<file path="src/rtl/branch_pkg.sv">
// Shared constants for the branch/PC unit: flag bit positions, condition codes,
// transfer modes and the condition evaluator.
package branch_pkg;

  localparam int unsigned FLAG_W = 4;

  localparam logic [1:0] FLAG_Z = 2'd0;
  localparam logic [1:0] FLAG_S = 2'd1;
  localparam logic [1:0] FLAG_C = 2'd2;
  localparam logic [1:0] FLAG_V = 2'd3;

  localparam logic [3:0] COND_AL = 4'd0;
  localparam logic [3:0] COND_EQ = 4'd1;
  localparam logic [3:0] COND_NE = 4'd2;
  localparam logic [3:0] COND_CS = 4'd3;
  localparam logic [3:0] COND_CC = 4'd4;
  localparam logic [3:0] COND_MI = 4'd5;
  localparam logic [3:0] COND_PL = 4'd6;
  localparam logic [3:0] COND_VS = 4'd7;
  localparam logic [3:0] COND_VC = 4'd8;
  localparam logic [3:0] COND_HI = 4'd9;
  localparam logic [3:0] COND_LS = 4'd10;
  localparam logic [3:0] COND_GE = 4'd11;
  localparam logic [3:0] COND_LT = 4'd12;
  localparam logic [3:0] COND_GT = 4'd13;
  localparam logic [3:0] COND_LE = 4'd14;
  localparam logic [3:0] COND_NV = 4'd15;

  typedef enum logic [1:0] {
    BR_ABS  = 2'b00,
    BR_REL  = 2'b01,
    BR_CALL = 2'b10,
    BR_RET  = 2'b11
  } branch_mode_e;

  function automatic logic cond_eval(input logic [FLAG_W-1:0] flags, input logic [3:0] code);
    logic z, s, c, v, r;
    z = flags[FLAG_Z];
    s = flags[FLAG_S];
    c = flags[FLAG_C];
    v = flags[FLAG_V];
    case (code)
      COND_AL: r = 1'b1;
      COND_EQ: r = z;
      COND_NE: r = !z;
      COND_CS: r = c;
      COND_CC: r = !c;
      COND_MI: r = s;
      COND_PL: r = !s;
      COND_VS: r = v;
      COND_VC: r = !v;
      COND_HI: r = c & !z;
      COND_LS: r = !c | z;
      COND_GE: r = (s == v);
      COND_LT: r = (s != v);
      COND_GT: r = !z & (s == v);
      COND_LE: r = z | (s != v);
      default: r = 1'b0;
    endcase
    return r;
  endfunction

endpackage

</file>
<file path="src/rtl/branch_unit_if.sv">
// Control/flag/PC bundle between the control unit (master) and the branch unit (slave).
interface branch_unit_if #(parameter int unsigned ADDR_W = 32);

  logic              pc_en;
  logic [ADDR_W-1:0] jump_addr;
  logic              zero_flag;
  logic              sign_flag;
  logic              carry_flag;
  logic              overflow_flag;
  logic              flag_we;
  logic [3:0]        FlagControl;
  logic              BranchControl;
  logic [1:0]        branch_mode;
  logic [ADDR_W-1:0] program_counter_out;
  logic              branch_taken;
  logic              ras_empty;
  logic              ras_overflow;
  logic              ras_underflow;

  modport master (
    output pc_en, jump_addr, zero_flag, sign_flag, carry_flag, overflow_flag,
           flag_we, FlagControl, BranchControl, branch_mode,
    input  program_counter_out, branch_taken, ras_empty, ras_overflow, ras_underflow
  );

  modport slave (
    input  pc_en, jump_addr, zero_flag, sign_flag, carry_flag, overflow_flag,
           flag_we, FlagControl, BranchControl, branch_mode,
    output program_counter_out, branch_taken, ras_empty, ras_overflow, ras_underflow
  );

endinterface

</file>
<file path="src/rtl/branch_unit_return_stack.sv">
// Circular return-address stack; a push when full overwrites the oldest entry.
module return_stack #(
  parameter int unsigned ADDR_W    = 32,
  parameter int unsigned RAS_DEPTH = 4
) (
  input  logic              clk,
  input  logic              reset,
  input  logic              push,
  input  logic              pop,
  input  logic [ADDR_W-1:0] push_data,
  output logic [ADDR_W-1:0] pop_data,
  output logic              empty,
  output logic              overflow
);

  localparam int unsigned PTR_W = (RAS_DEPTH > 1) ? $clog2(RAS_DEPTH) : 1;
  localparam int unsigned CNT_W = $clog2(RAS_DEPTH + 1);

  logic [ADDR_W-1:0] mem [RAS_DEPTH];
  logic [PTR_W-1:0]  top_q;
  logic [PTR_W-1:0]  wr_ptr_c;
  logic [CNT_W-1:0]  cnt_q;
  logic              full_c;
  logic              ovf_q;

  assign wr_ptr_c = top_q + PTR_W'(1);
  assign full_c   = (cnt_q == CNT_W'(RAS_DEPTH));

  // top_q always indexes the most recent entry
  always_ff @(posedge clk or posedge reset) begin
    if (reset) begin
      top_q <= '0;
      cnt_q <= '0;
      ovf_q <= 1'b0;
    end else if (push) begin
      top_q <= wr_ptr_c;
      if (full_c) ovf_q <= 1'b1;
      else        cnt_q <= cnt_q + CNT_W'(1);
    end else if (pop) begin
      top_q <= top_q - PTR_W'(1);
      cnt_q <= cnt_q - CNT_W'(1);
    end
  end

  always_ff @(posedge clk) begin
    if (push) mem[wr_ptr_c] <= push_data;
  end

  assign pop_data = mem[top_q];
  assign empty    = (cnt_q == '0);
  assign overflow = ovf_q;

endmodule

</file>
<file path="src/rtl/branch_unit.sv">
// PC register, flag register and conditional transfer logic for the single-cycle CPU.
// Return-address stack built only when BRANCH_RAS_EN is defined.
module branch_unit #(
  parameter int unsigned       ADDR_W    = 32,
  parameter int unsigned       PC_STEP   = 4,
  parameter logic [ADDR_W-1:0] RESET_PC  = '0,
  parameter int unsigned       RAS_DEPTH = 4
) (
  input logic        clk,
  input logic        reset,
  branch_unit_if.slave bus
);
  import branch_pkg::*;

  if (RAS_DEPTH < 2 || (RAS_DEPTH & (RAS_DEPTH - 1)) != 0) begin : g_bad_depth
    $error("branch_unit: RAS_DEPTH must be a power of two >= 2");
  end

  logic [FLAG_W-1:0] flag_q, flag_in_c, flag_eff_c;
  logic [ADDR_W-1:0] pc_q, seq_c, next_pc_c;
  logic              take_c, redirect_c, taken_q;
  branch_mode_e      mode_c;

`ifdef BRANCH_RAS_EN
  logic              push_c, pop_c, underflow_c, underflow_q;
  logic              ras_empty_c, ras_overflow_c;
  logic [ADDR_W-1:0] pop_data_c;
`endif

  always_comb begin
    flag_in_c         = '0;
    flag_in_c[FLAG_Z] = bus.zero_flag;
    flag_in_c[FLAG_S] = bus.sign_flag;
    flag_in_c[FLAG_C] = bus.carry_flag;
    flag_in_c[FLAG_V] = bus.overflow_flag;
  end

  // incoming flags bypass the register on the cycle they are written
  assign flag_eff_c = bus.flag_we ? flag_in_c : flag_q;
  assign take_c     = bus.pc_en & bus.BranchControl & cond_eval(flag_eff_c, bus.FlagControl);
  assign seq_c      = pc_q + ADDR_W'(PC_STEP);
  assign mode_c     = branch_mode_e'(bus.branch_mode);

  always_comb begin
    next_pc_c  = seq_c;
    redirect_c = 1'b0;
`ifdef BRANCH_RAS_EN
    push_c      = 1'b0;
    pop_c       = 1'b0;
    underflow_c = 1'b0;
`endif
    if (take_c) begin
      case (mode_c)
        BR_ABS: begin
          next_pc_c  = bus.jump_addr;
          redirect_c = 1'b1;
        end
        BR_REL: begin
          next_pc_c  = seq_c + bus.jump_addr;
          redirect_c = 1'b1;
        end
        BR_CALL: begin
          next_pc_c  = bus.jump_addr;
          redirect_c = 1'b1;
`ifdef BRANCH_RAS_EN
          push_c     = 1'b1;
`endif
        end
        BR_RET: begin
`ifdef BRANCH_RAS_EN
          // an empty-stack return falls through to the next instruction
          if (!ras_empty_c) begin
            next_pc_c  = pop_data_c;
            redirect_c = 1'b1;
            pop_c      = 1'b1;
          end else begin
            underflow_c = 1'b1;
          end
`endif
        end
        default: ;
      endcase
    end
  end

  always_ff @(posedge clk or posedge reset) begin
    if (reset) begin
      pc_q    <= RESET_PC;
      flag_q  <= '0;
      taken_q <= 1'b0;
    end else begin
      if (bus.flag_we) flag_q <= flag_in_c;
      if (bus.pc_en)   pc_q   <= next_pc_c;
      taken_q <= redirect_c;
    end
  end

  assign bus.program_counter_out = pc_q;
  assign bus.branch_taken        = taken_q;

`ifdef BRANCH_RAS_EN
  return_stack #(
    .ADDR_W    (ADDR_W),
    .RAS_DEPTH (RAS_DEPTH)
  ) u_ras (
    .clk       (clk),
    .reset     (reset),
    .push      (push_c),
    .pop       (pop_c),
    .push_data (seq_c),
    .pop_data  (pop_data_c),
    .empty     (ras_empty_c),
    .overflow  (ras_overflow_c)
  );

  always_ff @(posedge clk or posedge reset) begin
    if (reset) underflow_q <= 1'b0;
    else       underflow_q <= underflow_c;
  end

  assign bus.ras_empty     = ras_empty_c;
  assign bus.ras_overflow  = ras_overflow_c;
  assign bus.ras_underflow = underflow_q;
`else
  assign bus.ras_empty     = 1'b1;
  assign bus.ras_overflow  = 1'b0;
  assign bus.ras_underflow = 1'b0;
`endif

endmodule

</file>
<file path="src/flat_wrapper.sv">
// flat-port wrapper written by rule: the top's interface ports become plain ports
module branch_unit_flat import branch_pkg::*;
#(
  parameter int unsigned       ADDR_W    = 32,
  parameter int unsigned       PC_STEP   = 4,
  parameter logic [ADDR_W-1:0] RESET_PC  = '0,
  parameter int unsigned       RAS_DEPTH = 4
)
  (clk, reset, bus_pc_en, bus_jump_addr, bus_zero_flag, bus_sign_flag, bus_carry_flag, bus_overflow_flag, bus_flag_we, bus_FlagControl, bus_BranchControl, bus_branch_mode, bus_program_counter_out, bus_branch_taken, bus_ras_empty, bus_ras_overflow, bus_ras_underflow);
  branch_unit_if #(.ADDR_W(ADDR_W)) bus_i ();
  input logic clk;
  input logic reset;
  input wire logic [$bits(bus_i.pc_en)-1:0] bus_pc_en;
  input wire logic [$bits(bus_i.jump_addr)-1:0] bus_jump_addr;
  input wire logic [$bits(bus_i.zero_flag)-1:0] bus_zero_flag;
  input wire logic [$bits(bus_i.sign_flag)-1:0] bus_sign_flag;
  input wire logic [$bits(bus_i.carry_flag)-1:0] bus_carry_flag;
  input wire logic [$bits(bus_i.overflow_flag)-1:0] bus_overflow_flag;
  input wire logic [$bits(bus_i.flag_we)-1:0] bus_flag_we;
  input wire logic [$bits(bus_i.FlagControl)-1:0] bus_FlagControl;
  input wire logic [$bits(bus_i.BranchControl)-1:0] bus_BranchControl;
  input wire logic [$bits(bus_i.branch_mode)-1:0] bus_branch_mode;
  output wire logic [$bits(bus_i.program_counter_out)-1:0] bus_program_counter_out;
  output wire logic [$bits(bus_i.branch_taken)-1:0] bus_branch_taken;
  output wire logic [$bits(bus_i.ras_empty)-1:0] bus_ras_empty;
  output wire logic [$bits(bus_i.ras_overflow)-1:0] bus_ras_overflow;
  output wire logic [$bits(bus_i.ras_underflow)-1:0] bus_ras_underflow;
  assign bus_i.pc_en = bus_pc_en;
  assign bus_i.jump_addr = bus_jump_addr;
  assign bus_i.zero_flag = bus_zero_flag;
  assign bus_i.sign_flag = bus_sign_flag;
  assign bus_i.carry_flag = bus_carry_flag;
  assign bus_i.overflow_flag = bus_overflow_flag;
  assign bus_i.flag_we = bus_flag_we;
  assign bus_i.FlagControl = bus_FlagControl;
  assign bus_i.BranchControl = bus_BranchControl;
  assign bus_i.branch_mode = bus_branch_mode;
  assign bus_program_counter_out = bus_i.program_counter_out;
  assign bus_branch_taken = bus_i.branch_taken;
  assign bus_ras_empty = bus_i.ras_empty;
  assign bus_ras_overflow = bus_i.ras_overflow;
  assign bus_ras_underflow = bus_i.ras_underflow;
  branch_unit #(.ADDR_W(ADDR_W), .PC_STEP(PC_STEP), .RESET_PC(RESET_PC), .RAS_DEPTH(RAS_DEPTH)) u_core (.clk(clk), .reset(reset), .bus(bus_i));
endmodule
</file>
<file path="config.mk">
export PLATFORM = sky130hd
export DESIGN_NAME = branch_unit_flat
export DESIGN_NICKNAME = d
export VERILOG_FILES = /design/src/rtl/branch_pkg.sv /design/src/rtl/branch_unit_if.sv /design/src/rtl/branch_unit_return_stack.sv /design/src/rtl/branch_unit.sv /design/src/flat_wrapper.sv
export SDC_FILE = /design/constraint.sdc
export NUM_CORES = 1
export LEC_CHECK = 0
export ABC_AREA = 1
export CORE_MARGIN = 10
export CORE_UTILIZATION = 50
export CTS_CLUSTER_DIAMETER = 120
export DETAILED_ROUTE_END_ITERATION = 8
export MAX_ROUTING_LAYER = met4
export PLACE_DENSITY = 0.77
export SYNTH_ARGS = -nofsm -noshare
export SYNTH_HDL_FRONTEND = slang
export SYNTH_SLANG_ARGS = --single-unit
</file>
<file path="constraint.sdc">
create_clock -name clk -period 3.4 [get_ports clk]
set_clock_uncertainty 0.2 [all_clocks]
set_input_delay 0.68 -clock clk [delete_from_list [all_inputs] [get_ports clk]]
set_output_delay 0.68 -clock clk [all_outputs]
set_load 0.05 [all_outputs]
</file>
==> results.py <==
metrics = {
    "setup_path": {
        "cp.arrival_ns": 3.39,
        "critPathBufInv": 2,
        "worst_setup_path_start_kind": "flip-flop",
        "r2r.worst_path.cells": 20,
        "worstPathMaxFanout": 5,
        "r2r_end": "u_core.bus.program_counter_out[27]",
        "reg2reg_slack_ns": 0.05,
        "crit_end": "u_core.bus.program_counter_out[27]",
        "critPathKind": "reg2reg",
        "slowest_delay_ns": 0.42,
        "crit_start": "u_core.bus.program_counter_out[3]",
        "critPathRequiredTime_ns": 3.44,
        "crit_family": "simple AND/OR/NAND/NOR gates",
        "endpoint_kind": "flip-flop",
        "cp.depth": 20,
        "crit-reg2reg-launch": "u_core.bus.program_counter_out[3]",
        "crit_slowest_cell": "dfrtp_1",
        "path_common_cell": "nand2_2",
        "cp_cell_sequence": "ha_2, inv_2, nor2_4, nand2_2, nor3_4, nand2_2, nor3_2, xor2_1, ha_1, nand2_2, nor2_2, inv_2, nor3_2, and2_4, nand2_4, nand3b_1, nand3_1, nand2_1, nand2_1, a21oi_1",
    },
    "clock_network": {
        "cts_root_buffer": "clkbuf_8",
        "path_clk_slew_ns": 0.08,
        "clk_latency_ns": 0.31,
        "cts.sinks": 37,
        "cts_buffers": 5,
        "clockBufferDepth": 2,
        "h-tree-depth": 2,
        "cts_tree": "built",
        "holdBufCountCts": 0,
    },
    "logic_synthesis": {
        "synth_flop_cell": "dfrtp_1",
        "yosys.area.top_type": "nand2_1",
        "ys_seq_elements": 37,
        "synth_cell_types": 37,
        "synth_top_family_by_area": "simple AND/OR/NAND/NOR gates",
        "synth_edf_count": 0,
        "synth_xor_area_share_pct": 3.486,
        "synth_top_area_share_pct": 28.18,
        "syn_area_um2": 5528,
        "yosys.area_share.adder_pct": 8.737,
        "synth_area_per_cell_um2": 5.404,
        "synth_mux_area_share_pct": 0,
        "yosys_warnings": 0,
        "yosysSeqAreaShare_pct": 16.75,
        "syn_inst": 1023,
        "yosys.area_share.simple_pct": 46.63,
        "synth_compound_area_share_pct": 10.05,
        "ys_top_cells_by_area": "nand2_1 28%, dfrtp_1 17%, inv_1 12%, ha_1 8.4%, nand3_1 6.1%",
        "synthArstFlopShare_pct": 100.0,
    },
    "power": {
        "p_per_area_nw_per_um2": 661.1,
        "irDropWorstVdd_mv": 0.3661,
        "p_int_mw": 2.069,
        "power.leakage_nw": 3.968,
        "p_clk_share_pct": 6.6,
        "p_seq_share_pct": 14.9,
        "p_sw_mw": 2.824,
        "power.share.switching_pct": 57.71,
        "p_comb_share_pct": 78.5,
    },
    "layout": {
        "n_antenna_cell": 0,
        "areaGrowthSynthToFinish_pct": 33.88,
        "fillCellCount": 999,
        "fin_util_pct": 68.27,
        "fin_area_um2": 7401,
        "finalNetCount": 1224,
        "drive_gt1_share_pct": 17.28,
    },
    "grt": {
        "grt_pass1_wl_um": 29970,
        "grt_max_degree": 42,
        "grt_usage_pct": 23.27,
        "grt_pass1_vias": 6014,
        "gr-total-overflow": 0,
        "antenna_found_initial": 0,
        "met2_usage_pct": 35.58,
        "grt.busiest_layer": "met2",
        "use_met1_pct": 31.60,
        "use_met3_pct": 3.211,
    },
    "placed_design": {
        "port_buffers": 79,
        "gp_congestion": 0.9692,
        "dpl_cell_area_um2": 6666,
        "hpwl_um": 14960,
    },
    "die": {
        "coreArea_um2": 10840,
        "start_util_pct": 50.99,
        "dieArea_um2": 15660,
        "row_count": 38,
        "io_pins": 83,
        "dieWidth_um": 125.1,
        "die_h_um": 125.1,
    },
    "sta": {
        "slew_headroom_pct": 59.93,
        "worst_slew_pin_slew_ns": 0.6005,
        "rsz0062_at_grt": "yes",
        "setup_viol": 0,
        "fmax_ghz": 0.2989,
        "finalCritPeriodShare_pct": 98.40,
        "fin_crit_ns": 3.346,
        "final_max_slew_viol_count": 0,
        "hold_viol_final": 0,
    },
    "detailed_routing": {
        "wl_um": 19650,
        "post_drt_wl_per_cell_um": 15.35,
        "viasPerCell": 5.306,
        "drc": 0,
        "drt_iter0_drc": 785,
        "drt.antenna.violating_nets": 0,
        "vias": 6792,
        "first_pass_iters": 5,
    },
    "flow_run": {
        "max_cap_violations": 0,
    },
    "min_path": {
        "min_path_type": "reg2reg",
    },
    "run_status": {
        "status": "complete, no violations",
    },
}
[worst reg2reg max path: stages, from the launching register on]
cell and delay, ns:
dfrtp_1 0.42, ha_2 0.22, inv_2 0.05, nor2_4 0.10
nand2_2 0.09, nor3_4 0.24, nand2_2 0.12, nor3_2 0.21
xor2_1 0.11, ha_1 0.40, nand2_2 0.11, nor2_2 0.12
inv_2 0.07, nor3_2 0.19, and2_4 0.18, nand2_4 0.05
nand3b_1 0.10, nand3_1 0.07, nand2_1 0.07, nand2_1 0.05
a21oi_1 0.12
[per-stage QoR]
stage / setup TNS [ns] / std cells / setup slack [ns] / hold slack, ns / power [mW]
after floorplan: 0 / 1024 / 0.05884 / 0.2665 / 2.983
after global placement: -0.005167 / 1257 / -0.005167 / 0.2933 / 4.025
after detailed placement: -0.2237 / 1257 / -0.07495 / 0.2913 / 4.037
after CTS: 0 / 1266 / 0.01700 / 0.3116 / 4.378
after global routing: -1.069 / 1280 / -0.1598 / 0.3399 / 5.306
final: 0 / 1280 / 0.05431 / 0.3058 / 4.893
[power by group through the flow]
stage | clock (mW) | sequential (mW) | combinational (mW)
4_1_cts | 0.316 | 0.720 | 3.34
2_1_floorplan | 0 | 1.12 | 1.86
6_report | 0.322 | 0.731 | 3.84
5_1_grt | 0.336 | 0.748 | 4.22
3_3_place_gp | 0 | 0.723 | 3.30
3_5_place_dp | 0 | 0.723 | 3.31
[logic make-up after synthesis]
| logic type | count (synthesis) |
|---|---|
| simple gates | 626 |
| buf+inv | 197 |
| compound gates | 101 |
| fa+ha+maj | 38 |
| flops | 37 |
| xor+xnor | 22 |
| other cells | 2 |
[synthesized netlist by cell type, types with 8 or more instances]
library cell / count
a21oi_1: 66
clkbuf_1: 8
dfrtp_1: 37
ha_1: 37
inv_1: 173
nand2_1: 415
nand3_1: 67
nand4_1: 15
nor2_1: 89
nor3_1: 14
o21ai_0: 20
xor2_1: 15
[routing by layer]
layer,up-vias,share of wire [%],wire [µm]
met5,-,0,0
met2,295,46,9033
met1,3076,44,8680
met3,35,8.0,1567
li1,3386,-,-
met4,0,1.9,365
[layout by cell type (no fill, tap or decap), drive strengths merged, types with 2 or more instances in the layout]
cell           count
a21o               3
a21oi             67
a22o               2
and2               3
buf               51
clkbuf             6
clkdlybuf4s50     79
clkinv             3
conb               3
dfrtp             37
ha                37
inv              174
nand2            418
nand3             68
nand3b             7
nand4             15
nor2              92
nor3              16
o21ai             21
o21bai             5
or2                7
xnor2              7
xor2              15
[cell type report]
class                      instances  area (µm²)  share of cell area [%]
clock inverter                     2       10.01                  0.1352
inverter                         175       659.4                   8.910
sequential                        37       930.9                   12.58
timing repair buffer             130        1199                   16.20
tap                              140       175.2                   2.367
clock buffer                       6       72.57                  0.9806
multi-input combinational        790        4354                   58.83
[registers in the layout (all words and copies together), names as in the netlist]
register,cells
u_core.bus.program_counter_out,32
u_core.bus.branch_taken,1
u_core.flag_q,4
[worst min-delay path by stage]
stage	depth (start not counted)	slack (ns)	start	end
finish	2	0.31	u_core.flag_q[0]	u_core.flag_q[0]
global route	2	0.34	u_core.flag_q[0]	u_core.flag_q[0]
CTS	2	0.31	u_core.flag_q[0]	u_core.flag_q[0]
detailed placement	2	0.29	u_core.flag_q[0]	u_core.flag_q[0]
global placement	2	0.29	u_core.flag_q[0]	u_core.flag_q[0]
floorplan	2	0.27	u_core.flag_q[0]	u_core.flag_q[0]
[what timing repair did]
| item | in CTS | in global routing |
|---|---|---|
| gates resized for setup | 4 | 130 |
| pin swaps | 1 | 40 |
| hold endpoints to repair | 0 | 0 |
| setup buffers | 1 | 14 |
| setup endpoints to repair | 7 | 20 |
Note: power is estimated with default switching activity, not from simulation.
